--- src/rtl/rename_stage_pkg.sv ---
// Shared types and sizing for the register-rename stage.
package rename_stage_pkg;

  localparam int ARCH_REGS_C = 32;
  localparam int PHYS_REGS_C = 64;
  localparam int PREG_W_C    = $clog2(PHYS_REGS_C);
  localparam int FL_DEPTH_C  = PHYS_REGS_C - ARCH_REGS_C;

  typedef logic [PREG_W_C-1:0] preg_t;
  typedef logic [4:0]          areg_t;

  typedef struct packed {
    logic [6:0] opcode;
    areg_t      rs1;
    areg_t      rs2;
    areg_t      rd;
    logic       regwrite;
  } decode_data;

  typedef struct packed {
    decode_data dec;
    preg_t      prs1;
    preg_t      prs2;
    preg_t      prd;
    preg_t      old_prd;
  } rename_data;

endpackage

--- src/rtl/rename_stage_if.sv ---
// Decode-in / dispatch-out stream plus the commit free port of the rename stage.
interface rename_stage_if;
  import rename_stage_pkg::*;

  logic       valid_in;
  decode_data data_in;
  logic       ready_in;
  logic       valid_out;
  rename_data data_out;
  logic       ready_out;
  logic       free_valid;
  preg_t      free_preg;

  modport master (
    output valid_in, data_in, ready_out, free_valid, free_preg,
    input  ready_in, valid_out, data_out
  );

  modport slave (
    input  valid_in, data_in, ready_out, free_valid, free_preg,
    output ready_in, valid_out, data_out
  );
endinterface

--- src/rtl/rename_stage_free_list.sv ---
// Circular FIFO of free physical registers, preloaded with BASE..BASE+DEPTH-1.
module rename_stage_free_list
  import rename_stage_pkg::*;
#(
  parameter int DEPTH = FL_DEPTH_C,
  parameter int BASE  = ARCH_REGS_C
) (
  input  logic                         clk,
  input  logic                         reset,
  input  logic                         pop,
  input  logic                         push,
  input  preg_t                        push_data,
  output preg_t                        head_data,
  output logic [$clog2(DEPTH+1)-1:0]   count
);
  localparam int PTR_W = $clog2(DEPTH);
  localparam int CNT_W = $clog2(DEPTH + 1);
  localparam logic [CNT_W-1:0] FULL    = CNT_W'(DEPTH);
  localparam logic [PTR_W-1:0] LAST_PTR = PTR_W'(DEPTH - 1);

  preg_t            mem [DEPTH];
  logic [PTR_W-1:0] head;
  logic [PTR_W-1:0] tail;
  logic             push_ok;
  logic             pop_ok;

  // Illegal pushes (overflow or p0) are dropped so the list stays consistent.
  assign push_ok   = push && (count != FULL) && (push_data != '0);
  assign pop_ok    = pop && (count != '0);
  assign head_data = mem[head];

  function automatic logic [PTR_W-1:0] next_ptr(input logic [PTR_W-1:0] p);
    return (p == LAST_PTR) ? '0 : p + 1'b1;
  endfunction

  always_ff @(posedge clk) begin
    if (reset) begin
      for (int i = 0; i < DEPTH; i++) mem[i] <= preg_t'(BASE + i);
      head  <= '0;
      tail  <= '0;
      count <= FULL;
    end else begin
      if (push) begin
        assert (count != FULL);
        assert (push_data != '0);
      end
      if (push_ok) begin
        mem[tail] <= push_data;
        tail      <= next_ptr(tail);
      end
      if (pop_ok) head <= next_ptr(head);
      case ({push_ok, pop_ok})
        2'b10:   count <= count + 1'b1;
        2'b01:   count <= count - 1'b1;
        default: count <= count;
      endcase
    end
  end

endmodule

--- src/rtl/rename_stage.sv ---
// Register-rename stage: RAT lookup/update, free-list pop, registered output toward dispatch.
module rename_stage
  import rename_stage_pkg::*;
#(
  parameter int ARCH_REGS = ARCH_REGS_C,
  parameter int PHYS_REGS = PHYS_REGS_C
) (
  input logic           clk,
  input logic           reset,
  rename_stage_if.slave bus
);
  localparam int FL_DEPTH = PHYS_REGS - ARCH_REGS;
  localparam int CNT_W    = $clog2(FL_DEPTH + 1);

  preg_t            rat [ARCH_REGS];
  preg_t            fl_head;
  logic [CNT_W-1:0] fl_count;
  logic             accept;
  logic             do_write;

  assign bus.ready_in = (~bus.valid_out | bus.ready_out) & (fl_count != '0);
  assign accept       = bus.valid_in & bus.ready_in;
  assign do_write     = accept & bus.data_in.regwrite & (bus.data_in.rd != '0);

  rename_stage_free_list #(
    .DEPTH (FL_DEPTH),
    .BASE  (ARCH_REGS)
  ) u_fl (
    .clk       (clk),
    .reset     (reset),
    .pop       (do_write),
    .push      (bus.free_valid),
    .push_data (bus.free_preg),
    .head_data (fl_head),
    .count     (fl_count)
  );

  // rat[0] is only ever written by reset, so it always maps x0 to p0.
  always_ff @(posedge clk) begin
    if (reset) begin
      for (int i = 0; i < ARCH_REGS; i++) rat[i] <= preg_t'(i);
    end else if (do_write) begin
      rat[bus.data_in.rd] <= fl_head;
    end
  end

  always_ff @(posedge clk) begin
    if (reset) begin
      bus.valid_out <= 1'b0;
      bus.data_out  <= '0;
    end else if (accept) begin
      bus.valid_out         <= 1'b1;
      bus.data_out.dec      <= bus.data_in;
      bus.data_out.prs1     <= rat[bus.data_in.rs1];
      bus.data_out.prs2     <= rat[bus.data_in.rs2];
      bus.data_out.prd      <= do_write ? fl_head : '0;
      bus.data_out.old_prd  <= do_write ? rat[bus.data_in.rd] : '0;
    end else if (bus.ready_out) begin
      bus.valid_out <= 1'b0;
    end
  end

endmodule

--- src/flat_wrapper.sv ---
// flat-port wrapper written by rule: the top's interface ports become plain ports
module rename_stage_flat import rename_stage_pkg::*;
#(
  parameter int ARCH_REGS = ARCH_REGS_C,
  parameter int PHYS_REGS = PHYS_REGS_C
)
  (clk, reset, bus_valid_in, bus_data_in, bus_ready_out, bus_free_valid, bus_free_preg, bus_ready_in, bus_valid_out, bus_data_out);
  rename_stage_if bus_i ();
  input logic clk;
  input logic reset;
  input wire logic [$bits(bus_i.valid_in)-1:0] bus_valid_in;
  input wire logic [$bits(bus_i.data_in)-1:0] bus_data_in;
  input wire logic [$bits(bus_i.ready_out)-1:0] bus_ready_out;
  input wire logic [$bits(bus_i.free_valid)-1:0] bus_free_valid;
  input wire logic [$bits(bus_i.free_preg)-1:0] bus_free_preg;
  output wire logic [$bits(bus_i.ready_in)-1:0] bus_ready_in;
  output wire logic [$bits(bus_i.valid_out)-1:0] bus_valid_out;
  output wire logic [$bits(bus_i.data_out)-1:0] bus_data_out;
  assign bus_i.valid_in = bus_valid_in;
  assign bus_i.data_in = bus_data_in;
  assign bus_i.ready_out = bus_ready_out;
  assign bus_i.free_valid = bus_free_valid;
  assign bus_i.free_preg = bus_free_preg;
  assign bus_ready_in = bus_i.ready_in;
  assign bus_valid_out = bus_i.valid_out;
  assign bus_data_out = bus_i.data_out;
  rename_stage #(.ARCH_REGS(ARCH_REGS), .PHYS_REGS(PHYS_REGS)) u_core (.clk(clk), .reset(reset), .bus(bus_i));
endmodule
--- config.mk ---
export PLATFORM = sky130hd
export DESIGN_NAME = rename_stage_flat
export DESIGN_NICKNAME = d
export VERILOG_FILES = /design/src/rtl/rename_stage_pkg.sv /design/src/rtl/rename_stage_if.sv /design/src/rtl/rename_stage_free_list.sv /design/src/rtl/rename_stage.sv /design/src/flat_wrapper.sv
export SDC_FILE = /design/constraint.sdc
export NUM_CORES = 1
export LEC_CHECK = 0
export ABC_AREA = 0
export BUFFER_PORTS_ARGS = -buffer_cell sky130_fd_sc_hd__buf_2
export CAP_MARGIN = 25
export CORE_ASPECT_RATIO = 0.6
export CORE_MARGIN = 5
export CORE_UTILIZATION = 44
export CTS_CLUSTER_SIZE = 28
export DETAILED_ROUTE_END_ITERATION = 12
export SLEW_MARGIN = 20
export SYNTH_ARGS = -nofsm -noshare
export SYNTH_HDL_FRONTEND = slang
export SYNTH_SLANG_ARGS = --single-unit
--- constraint.sdc ---
create_clock -name clk -period 4.57 [get_ports clk]
set_input_delay 0.6855 -clock clk [delete_from_list [all_inputs] [get_ports clk]]
set_output_delay 0.6855 -clock clk [all_outputs]
set_load 0.03 [all_outputs]
# [Word-level counts from Yosys, hierarchy flattened]
# Memories as Yosys holds them, arrays and structs flattened. A register that Yosys moved wholly into a read port is not among the register bits.
# Index checks and enable logic that the tools add are counted.
# W data, S select, Z words.
[totals] word_cells=61 ff_bits=52 in_bits=34 ram_bits=384 n_memories=2
[op_classes] mux=23 n_bitwise=6 reduce_logical=10 eq_ne=5 n_addsub=4
[memory_table] memory="u_core.rat" words=32 width=6 read_ports=3 rd_clocked_by_memory_dff=2 wr=32 line="rename_stage.sv:15" source="preg_t rat [ARCH_REGS];"
[memory_table] memory="u_core.u_fl.mem" words=32 width=6 read_ports=1 rd_clocked_by_memory_dff=1 wr=32 line="rename_stage_free_list.sv:21" source="preg_t mem [DEPTH];"
[ops] operator="$mux W5" n=6
[ops] operator="$mux W6" n=4
[ops] operator="$mux W1" n=12
[ops] operator="$pmux W6 S2" n=1
[ops] operator="$reduce_bool A6 Y1" n=2
[ops] operator="$reduce_or A6 Y1" n=2
[ops] operator="$add A5 B1 Y5 const B" n=2
[ops] operator="$eq A5 B5 Y1 const B" n=2
[ops] operator="$add A6 B1 Y6 const B" n=1
[ops] operator="$ne A6 B6 Y1 const B" n=1
[ops] operator="$sub A6 B1 Y6 const B" n=1
[ops] operator="$reduce_bool A5 Y1" n=1
[ops] operator="$and A1 B1 Y1" n=4
[ops] operator="$reduce_bool A2 Y1" n=2
[ops] operator="$logic_and A1 B1 Y1" n=3
[ops] operator="$eq A2 B1 Y1 const B" n=1
[ops] operator="$eq A2 B2 Y1 const B" n=1
[ops] operator="$not A1 Y1" n=1
[ops] operator="$or A1 B1 Y1" n=1

# [Logic depth before layout (Yosys ltp)]
[logic_depth] depth_word=11 depth_mapped=13

# [Cells and area by module]
# Synthesis repeated with hierarchy kept, for this count alone.
[unflattened] cells_unflattened=1834 area_unflattened_um2=23807.8
[modules_own_cells] mod="rename_stage" area_per_inst_um2=13504.2 cells_per_inst=1028 n_inst=1
[modules_own_cells] mod="rename_stage_free_list" area_per_inst_um2=10303.6 cells_per_inst=806 n_inst=1

# [Least setup slack after synthesis]
# No wires, ideal clock.
[synth_path] path_kind="input port to flip-flop" startpoint="input port bus_data_in[5]" endpoint="register u_core.u_fl.count[4]" setup_ns=0.070 path_buffers=1 arrival_time_ns=3.396 slack_ns=1.104 path_stages=12 required_ns=4.500 cell_sequence="or3_1 > clkbuf_1 > or3_1 > nand3_1 > inv_1 > ha_1 > ha_1 > nor2b_1 > o21a_1 > o21ai_0 > or3b_2 > a21oi_1"
[synth_via] elab_chain_cells=5 word_cells_on_any_way=7 cone_classes="eq/ne (2); mux (1); bitwise (1); reduce/logical (3)"
[synth_lines] item="start: declaration" line="flat_wrapper.sv:12" source="input wire logic [$bits(bus_i.data_in)-1:0] bus_data_in;"
[synth_lines] item="$reduce_bool A5 Y1 (*)" line="rename_stage.sv:23" source="assign do_write = accept & bus.data_in.regwrite & (bus.data_in.rd != '0);"
[synth_lines] item="$and A1 B1 Y1 (*)" line="rename_stage.sv:23"
[synth_lines] item="$logic_and A1 B1 Y1 (*)" line="rename_stage_free_list.sv:29" source="assign pop_ok = pop && (count != '0);"
[synth_lines] item="$eq A2 B1 Y1 or $eq A2 B2 Y1 (tied branches)" line="rename_stage_free_list.sv:52" source="case ({push_ok, pop_ok})"
[synth_lines] item="$pmux W6 S2 or $reduce_bool A2 Y1 (tied branches)"
[synth_lines] item="end signal: assignment" line="rename_stage_free_list.sv:53" source="2'b10: count <= count + 1'b1;"
[synth_lines] item="end signal: assignment" line="rename_stage_free_list.sv:54" source="2'b01: count <= count - 1'b1;"
[synth_lines] item="end signal: assignment" line="rename_stage_free_list.sv:55" source="default: count <= count;"
[synth_lines] item="end: declaration" line="rename_stage_free_list.sv:14" source="output logic [$clog2(DEPTH+1)-1:0] count"
# Every way passes the cells marked *; elsewhere a longest branch is shown, timed or not.
# A chain may end at the register's enable or synchronous reset.

# [Worst setup path in the final report]
[layout_path] startpoint="register u_core.u_fl.count[4]" endpoint="register u_core.u_fl.count[4]"
[layout_via] elab_chain_cells=8 word_cells_on_any_way=15 cone_classes="add/sub (2); eq/ne (3); mux (1); bitwise (4); reduce/logical (5)"
[layout_lines] item="$reduce_bool A6 Y1" line="rename_stage_free_list.sv:29, rename_stage.sv:21"
[layout_lines] item="$and A1 B1 Y1" line="rename_stage.sv:21" source="assign bus.ready_in = (~bus.valid_out | bus.ready_out) & (fl_count != '0);"
[layout_lines] item="$and A1 B1 Y1" line="rename_stage.sv:22" source="assign accept = bus.valid_in & bus.ready_in;"
[layout_lines] item="$and A1 B1 Y1 (2 in series)" line="rename_stage.sv:23"
[layout_lines] item="$logic_and A1 B1 Y1" line="rename_stage_free_list.sv:29"
[layout_lines] item="$eq A2 B1 Y1 or $eq A2 B2 Y1 (tied branches)" line="rename_stage_free_list.sv:52"
[layout_lines] item="$pmux W6 S2 or $reduce_bool A2 Y1 (tied branches)"
# Parallel ways exist; a longest one is shown, timed or not.

==> metrics list <==
- Run status: finished, final reports clean
* Slowest cell on the critical path: or4_4
- By area the synthesized netlist is led by edfxtp_1 (50%), mux4_2 (19%), dfxtp_1 (6.0%).
- The number of different library cells used by synthesis comes to 64.
* Maximum clock frequency: 278 MHz
- Ys flop type: edfxtp_1
* Number of flops mapped to enable cells by yosys: 384
* Slew of the pin with the lowest slew margin: 1.07 ns
- The final route contains 16,300 vias.
- Area growth, synth to finish: 10.1%
- Sequential elements use 56.3% of the synthesized area.
- For this run, the number of Yosys warnings is 0.
- Maximum fanout count along the critical path: 9
- After synthesis the cells add up to 0.0229 mm^2.
* Overall track demand over capacity in global routing: 25.3%
- The final layout contains routed wiring with a total length of 73.8 mm.
* Worst endpoint data arrival time: 4.09 ns
- GRT overflow: 0
- After floorplanning, the core was sized to cover 0.0512 mm^2.
- The count of buffers added on input and output ports is 82.
- Last weighted congestion value of the routability-driven placer: 0.973
- Category of the worst setup path capture point: flip-flop
- In the routed layout, each cell is associated on average with a via count of 6.46.
- Number of instances on the worst hold path: 3
* Power density over cell area: 403 mW/mm^2
- From bottom edge to top edge, the die measures 187 um.
* Cell count along the critical path: 11
- Period minus WS final: 3.60 ns
* Max-cap violation count: 0
- TritonCTS clock tree: yes
- Max Clock Skew: 0.0320 ns
- Of all flip-flops after synthesis, the portion carrying an async set or reset was 0%.
- Category of cells accounting for the largest share of critical-path delay: simple AND/OR/NAND/NOR gates
- Share of the synthesized area in the top cell type: 50.3%
- In this run the core area contains 64 standard-cell rows.
* Largest buffer count on any clock path: 3
- Final clock period utilization by the worst path: 78.8%
- Initial antenna violation count: 3
- Die area: 0.0569 mm^2
- Setup repair after global routing left no endpoint under its margin.
- Including well taps, the total number of placed cells is 2,445.
- Buffers added to address setup during post-CTS repair amount to 0.
- Count of TritonRoute iterations in the first routing pass: 5
* Net total in the final layout: 1,845
- Entering global routing, the biggest net connects 59 pins.
* Routed Antenna Nets: 0
- # clock sinks: 453
- Leading post-synthesis cells by instance count: edfxtp_1 (384), nand2_1 (272), nor2_1 (203), mux4_2 (191), clkbuf_1 (94)
- Number of DRC violations after detailed routing: 0
* Number of global-route vias before repair: 15,200
- Number of buffer and inverter instances along the worst setup path: 1
* Initial detailed-routing violation count: 2,668
* Post-DR wirelength/cell: 29.2 um
- Depth of the worst register-to-register path: 11
- The final number of hold-violating endpoints was 0.
- Cells traversed along the worst timing path: or4_4 > or3b_1 > nand3_2 > ha_1 > inv_1 > fa_1 > nor2b_1 > o21a_1 > nor3_1 > or3b_2 > a21oi_1
- The largest total area in the synthesized netlist belongs to edfxtp_1.
- Kind of critical path: reg -> reg
- Final number of max-transition violations: 0
- The die is 305 um wide.
- In this run the tightest slew margin relative to its limit is 28.9%.
- Setup TNS: 0 ns
- Wire length of the first global-routing pass: 108 mm
- Worst ir drop on vdd: 0.314 mV
- Non-Filler Instances: 2,526
- Library cell used as clock root buffer: clkbuf_16
* Clock slew at reported path FFs: 0.06 ns
* Share of post-route cells with drive strength above 1: 23.4%
- The initial utilization of the core area, before any placement, comes to 44.7%.
* Crit start category: flip-flop
- Post-CTS repair changed the size of 0 cells.
- Max stage delay on crit path: 0.57 ns
- Leading cell type by number of instances after synthesis: edfxtp_1
* Quantity of hold-fixing buffers added after cts: 0
- 83 I/O pins were placed.
- In this run the number of H-tree levels came out at 2.
- Setup violations remaining at the end of the flow were counted as 0.
* Avg Cell Area, Syn: 12.9 um^2
* Inserted Clock Buffers: 44
* Seq cells post-synth: 453
- For the worst-skew pair, the clock arrives at the later sink with an insertion delay of 0.57 ns.
- Synthesized instance count: 1,779
- After legalization and detailed placement, the total HPWL measured 52.6 mm.
* Crit path required time: 5.06 ns
- In this run the static leakage power is 7.93 nW.
- In this run the worst hold path is classified as in -> reg.
-- path summary, 6_finish.rpt --
path,start,endpoint,slack [ns]
setup reg to reg,u_core.u_fl.count[4],u_core.u_fl.count[4],0.97
hold / removal,bus_data_in[20],u_core.bus.data_out[44],0.37
setup / recovery,u_core.u_fl.count[4],u_core.u_fl.count[4],0.97
hold reg to reg,u_core.bus.data_out[46],u_core.bus.data_out[46],0.45
-- sequential cells by signal (all words and copies together) (netlist names), named ones only --
register / count
u_core.bus.valid_out: 1
u_core.u_fl.count: 6
u_core.bus.data_out: 47
u_core.rat: 192
u_core.u_fl.head: 5
u_core.u_fl.tail: 5
u_core.u_fl.mem: 192
-- power breakdown --
group	switching [mW]	internal (mW)
registers	0.148	4.66
logic	1.19	0.524
clock network	1.61	2.03
-- cells in the final DEF, fill, tap and decap left out, types with 45 or more instances in the layout --
| cell type | count |
|---|---|
| edfxtp_1 | 384 |
| nand2_1 | 272 |
| nor2_1 | 203 |
| mux4_2 | 191 |
| nand3_1 | 87 |
| buf_2 | 79 |
| dfxtp_1 | 67 |
| buf_4 | 54 |
| nor3_1 | 45 |
| a21oi_1 | 45 |
-- through the flow --
stage	hold WS (ns)	utilization (%)	power, mW	setup WS, ns	instance area, um^2
floorplan	0.449	-	5.97	1.10	22900
global placement	0.435	46.5	6.55	0.604	23800
detailed placement	0.444	46.5	6.57	0.655	23800
CTS	0.337	49.3	10.2	0.980	25200
global route	0.350	49.3	10.5	0.744	25200
finish	0.372	49.3	10.2	0.970	25200
-- worst reg2reg max path: stages (launching register included) --
cell and delay, ns:
dfxtp_1 0.33, or4_4 0.57, or3b_1 0.52, nand3_2 0.26, ha_1 0.36, inv_1 0.15, fa_1 0.43, nor2b_1 0.14
o21a_1 0.16, nor3_1 0.05, or3b_2 0.43, a21oi_1 0.14
-- cells by family (layout without fill, tap and decap cells) --
family,count (synthesis),in the layout,synth area share (%)
muxes,197,197,19.1
adders and majority gates,13,13,0.742
other,1,7,0.0164
buffers and inverters,182,230,3.83
AOI/OAI and AO/OA,203,203,5.59
xor gates and xnor gates,3,3,0.115
DFF,453,453,56.3
and+or+nand+nor,727,727,14.3
-- per-layer routing --
metal	part of all wire [%]	track usage, %	vias to the layer above	wire length (um)
met5	0.028	0	-	21
met4	1.8	4.57	4	1370
met3	17	11.7	99	12800
met2	37	31.3	1241	27700
met1	43	40.5	8143	32000
li1	-	-	6821	-
-- layout make-up --
class | count | area (um^2)
clock inverters | 22 | 199
repair buffers | 135 | 841
multi-input cells | 1149 | 9160
diodes | 1 | 2.50
fillers | 4471 | 26000
inverters | 15 | 56.3
flip-flops and latches | 453 | 12900
clock buffers | 58 | 1200
well taps | 693 | 867
No activity file was read; power rests on OpenSTA's default activity.
